$ cat src/rtl/param_lock_arbiter.sv
// param_lock_arbiter: N-way request arbiter with a registered, locked grant.
// The grant is either fixed-priority or round-robin, chosen at run time.
// A hold limit forces a locked owner to give way when others are waiting.
//
//   state    | meaning
//   ---------+---------------------------------------------
//   ST_IDLE  | no owner, GNT is zero
//   ST_OWNED | GNT holds owner_q until release or forced hand-off
module param_lock_arbiter #(
  parameter int N        = 4,
  parameter int MAX_HOLD = 4,
  parameter int IDW      = $clog2(N)
) (
  input  logic           clk,
  input  logic           reset,
  input  logic [N-1:0]   REQ,
  input  logic           MODE,
  output logic [N-1:0]   GNT,
  output logic           GNT_VALID,
  output logic [IDW-1:0] GNT_ID
);

  localparam int            CW      = (MAX_HOLD > 1) ? $clog2(MAX_HOLD) : 1;
  localparam logic [CW-1:0] CNT_MAX = (MAX_HOLD > 1) ? CW'(MAX_HOLD - 1) : '0;
  localparam logic          HOLD_EN = (MAX_HOLD > 0);

  typedef enum logic {ST_IDLE, ST_OWNED} state_t;

  state_t         state_q, state_d;
  logic [IDW-1:0] owner_q, owner_d;
  logic [IDW-1:0] last_q, last_d;
  logic [N-1:0]   gnt_q, gnt_d;
  logic [CW-1:0]  cnt_q, cnt_d;

  logic [N-1:0]   owner_mask;
  logic [N-1:0]   cand;
  logic           owner_req;
  logic           others_req;
  logic           force_rel;
  logic           win_found;
  logic [IDW-1:0] win_idx;
  logic [IDW-1:0] scan_idx;
  int             pos;

  // Owner status and the candidate set for this edge's arbitration
  always_comb begin
    owner_mask = N'(1) << owner_q;
    owner_req  = |(REQ & owner_mask);
    others_req = |(REQ & ~owner_mask);
    // Hand-off only when someone else is actually waiting; a sole requester keeps the lock
    force_rel  = (state_q == ST_OWNED) && HOLD_EN && owner_req && others_req &&
                 (cnt_q == CNT_MAX);
    cand       = force_rel ? (REQ & ~owner_mask) : REQ;
  end

  // Priority search: index 0 first in fixed mode, last_q+1 onward (wrapping) in round-robin
  always_comb begin
    win_found = 1'b0;
    win_idx   = '0;
    scan_idx  = '0;
    pos       = 0;
    for (int i = 0; i < N; i++) begin
      pos      = MODE ? ((int'(last_q) + 1 + i) % N) : i;
      scan_idx = IDW'(pos);
      if (!win_found && cand[scan_idx]) begin
        win_found = 1'b1;
        win_idx   = scan_idx;
      end
    end
  end

  // Next-state: re-arbitrate on idle, owner drop or forced release; otherwise keep the lock
  always_comb begin
    state_d = state_q;
    owner_d = owner_q;
    last_d  = last_q;
    gnt_d   = gnt_q;
    cnt_d   = cnt_q;
    if (state_q == ST_IDLE || !owner_req || force_rel) begin
      cnt_d = '0;
      if (win_found) begin
        state_d = ST_OWNED;
        owner_d = win_idx;
        last_d  = win_idx;
        gnt_d   = N'(1) << win_idx;
      end else begin
        state_d = ST_IDLE;
        owner_d = '0;
        gnt_d   = '0;
      end
    end else if (cnt_q != CNT_MAX) begin
      cnt_d = cnt_q + CW'(1);
    end
  end

  // State registers; reset leaves index 0 as the first round-robin choice
  always_ff @(posedge clk or negedge reset) begin
    if (!reset) begin
      state_q <= ST_IDLE;
      owner_q <= '0;
      last_q  <= IDW'(N - 1);
      gnt_q   <= '0;
      cnt_q   <= '0;
    end else begin
      state_q <= state_d;
      owner_q <= owner_d;
      last_q  <= last_d;
      gnt_q   <= gnt_d;
      cnt_q   <= cnt_d;
    end
  end

  // owner_q is parked at zero while idle, so GNT_ID reads 0 with no grant
  always_comb begin
    GNT       = gnt_q;
    GNT_VALID = |gnt_q;
    GNT_ID    = owner_q;
  end

endmodule

$ cat config.mk
export PLATFORM = sky130hd
export DESIGN_NAME = param_lock_arbiter
export DESIGN_NICKNAME = d
export VERILOG_FILES = /design/src/rtl/param_lock_arbiter.sv
export SDC_FILE = /design/constraint.sdc
export NUM_CORES = 1
export LEC_CHECK = 0
export CORE_ASPECT_RATIO = 0.5
export CORE_MARGIN = 2
export CORE_UTILIZATION = 35
export DETAILED_ROUTE_END_ITERATION = 8
export DONT_BUFFER_PORTS = 1
export GPL_TIMING_DRIVEN = 0
export PLACE_DENSITY_LB_ADDON = 0.3
export SETUP_SLACK_MARGIN = 0.3
export SYNTH_ARGS = -nofsm -noshare
export SYNTH_HDL_FRONTEND = slang
export SYNTH_SLANG_ARGS = --single-unit
$ cat constraint.sdc
create_clock -name clk -period 3.2 [get_ports clk]
set_input_delay 0.64 -clock clk [delete_from_list [all_inputs] [get_ports clk]]
set_output_delay 0.64 -clock clk [all_outputs]
set_load 0.01 [all_outputs]
==> metrics.txt <==
WL/cell 15.84 um; reg-to-reg slack, setup 0.60 ns; commonest non-fill, non-tap cells in the layout 13 x nand2_1, 11 x o21ai_0, 9 x dfrtp_1; multiplexer share of the synthesized area 0.04042; crit path max fanout 10; top_reg_cell synth dfrtp_1; Hold Fails Final Rpt 0; outcome complete, no violations; die height 43.35 um; slowest cell on the critical path a221oi_1; CP Launch Type primary input; htree depth 1; Slew HR 0.6814; Syn Inst Count 130; Iter 0 DRT Violations 163; crit path kind primary input to flip-flop; sequential area share after synthesis 0.2564; Worst R2R Path Depth 8; Die Footprint 0.003584 mm^2; CP Cell Sequence clkbuf_1, nand2b_1, a211oi_1, a2111oi_0, a221oi_1, o21ai_0, o41ai_1; count of cell types in the netlist 55; initial core utilization 0.3639; Post-DP HPWL 2.065 mm; simple-gate portion of the synthesized area 0.2702; GPL Wtd Cong 0.8612; Lkg Pwr 0.4714 nW; Ports 14; R2R Path End GNT[0]; post-synth top area share 0.2079; fmax 0.3816 GHz; critical path depth 7; synth warn 0; port bufs 0; fill count 308; RR Startpoint cnt_q[0]; largest net degree at the start of global routing 12; crit path time final 2.621 ns; pwr/cell area 782.3 mW/mm^2; vias in the first global route 974; post-CTS setup buffer count 0; total CTS buffers 3; Root Driver clkbuf_8; Residual DRC 0; layout net count 143; area grow syn2layout 9.469%; final setup skew 0.003656 ns; worst min-delay path category primary input to asynchronous set/reset pin; largest family of logic cells by synthesized area compound AO/OA/AOI/OAI gates; Core Region 0.002978 mm^2; commonest non-fill, non-tap cell in the layout nand2_1; Clock transition at path regs 0.05 ns; smallest setup slack after layout 0.5793 ns; FP Rows 14; worst skew pair latency 0.23 ns; arrival time worst endpoint 2.72 ns; CTS tree yes; initial antenna violation count 0; fin cells 174; Mapped Area 0.001084 mm^2; Antenna Cells 0; Buf/Inv on CP 1; Total Wirelength 2.757 mm; tightest hold margin 0.09705 ns; Synth Area in XOR/XNOR 0.01617; final setup violation count 0; placed cells 170; Worst-Margin Slew 0.4747 ns; Setup crit end kind flip-flop; Post-synth EDFFs 0; DR vias 1058; VDD IR max 0.3685 mV; asr flop ratio synth 1.000; layout cells sized above 1 0.1194; clock sink count 11; chip width 82.69 um; syn_area_per_cell 8.335 um^2; DR vias/cell 6.080; final worst-path cycle share 0.8190; leading area contributor after synthesis dfrtp_1; Worst EP required 3.30 ns; dpl ws 0.4717 ns; post-synthesis adder-cell area fraction 0.01155; Max-Cap Viols 0; synth top area cells dfrtp_1 21%, o21ai_0 5.1%, dfstp_2 4.8%, nand2_1 4.5%, a211oi_1 3.5%; Top delay family on crit path compound AO/OA/AOI/OAI gates; Synthesized Nets 138; Setup TNS 0 ns; Pins Over Slew Limit 0; post-synthesis compound-gate area fraction 0.3406; Antenna Violating Nets Remaining 0; overall routing resource usage 0.1762; global-route wire length before repair 4.795 mm; RSZ-0062 raised after global routing no; First-pass DRT Iterations 4; total design power 0.9279 mW; crit-path max cell delay 0.46 ns; remaining global-route overflow 0; Clock Path Buffers 2; Yosys reg bits 11
## synthesized netlist by cell type (2+ instances only)
master     instances
nand2_1           13
o21ai_0           11
dfrtp_1            9
nor2_1             6
a211oi_1           5
inv_1              5
and3b_1            4
o211ai_1           4
a21oi_1            3
and2_1             3
clkbuf_1           3
nand3_1            3
nor3_1             3
nor3b_1            3
o21ai_1            3
o31ai_1            3
a21o_1             2
and3_1             2
buf_2              2
buf_6              2
dfstp_2            2
nand2b_1           2
o2111ai_1          2
o211a_1            2
o21a_1             2
xor2_1             2
## report_power, final
| group | switching (mW) | leakage (nW) | total, mW | internal, mW |
|---|---|---|---|---|
| combinational | 0.290 | 0.315 | 0.492 | 0.202 |
| clock | 0.0506 | 0.0228 | 0.138 | 0.0874 |
| sequential | 0.0891 | 0.133 | 0.298 | 0.209 |
## per-layer routing
| metal | wire, um | vias to the layer above | GRT usage |
|---|---|---|---|
| met5 | 0 | - | 0 |
| met4 | 17 | 0 | 0.03934 |
| met3 | 202 | 2 | 0.02917 |
| met2 | 1228 | 42 | 0.2565 |
| met1 | 1309 | 497 | 0.2746 |
| li1 | - | 517 | - |
## final cells by class
| type | count | area [um^2] | area share |
|---|---|---|---|
| Inverter | 5 | 18.77 | 0.01582 |
| Buffer | 8 | 51.30 | 0.04325 |
| Multi-Input combinational cell | 106 | 743.2 | 0.6266 |
| Tap cell | 40 | 50.05 | 0.04219 |
| Clock buffer | 4 | 45.04 | 0.03797 |
| Sequential cell | 11 | 277.8 | 0.2342 |
## worst max-delay path by stage
stage,to,startpoint
after detailed placement,GNT[0],MODE
after CTS,GNT[0],last_q[1]
after global placement,GNT[0],MODE
after floorplan,GNT[2],REQ[2]
final,GNT[0],MODE
after global routing,GNT[0],MODE
## registers in the layout, indices dropped and copies added (netlist names)
| name | cells |
|---|---|
| GNT | 4 |
| GNT_ID | 2 |
| last_q | 2 |
| state_q | 1 |
| cnt_q | 2 |
## timing repair
action,4_1_cts,5_1_grt
hold buffers,0,0
gates resized for setup,0,1
endpoints found under the setup margin,0,1
## kinds of logic after synthesis
logic type      Yosys count
xor+xnor                  2
buf+inv                  13
simple gates             50
fa+ha+maj                 1
mux                       3
flops                    11
compound gates           50
## worst reg2reg max path, cell delays in order (launching register included)
cell and delay (ns):
dfrtp_1 0.39, ha_1 0.19, buf_2 0.17, and3_1 0.21, a211oi_1 0.25, a2111oi_0 0.12
a221oi_1 0.46, o21ai_0 0.21, o41ai_1 0.46
## per-stage QoR
step	instance area, um^2	util
floorplan	1084	-
global placement	1134	0.3807
CTS	1179	0.3958
finish	1186	0.3983
detailed placement	1134	0.3807
global route	1186	0.3983
(Power assumes the default switching activity.)
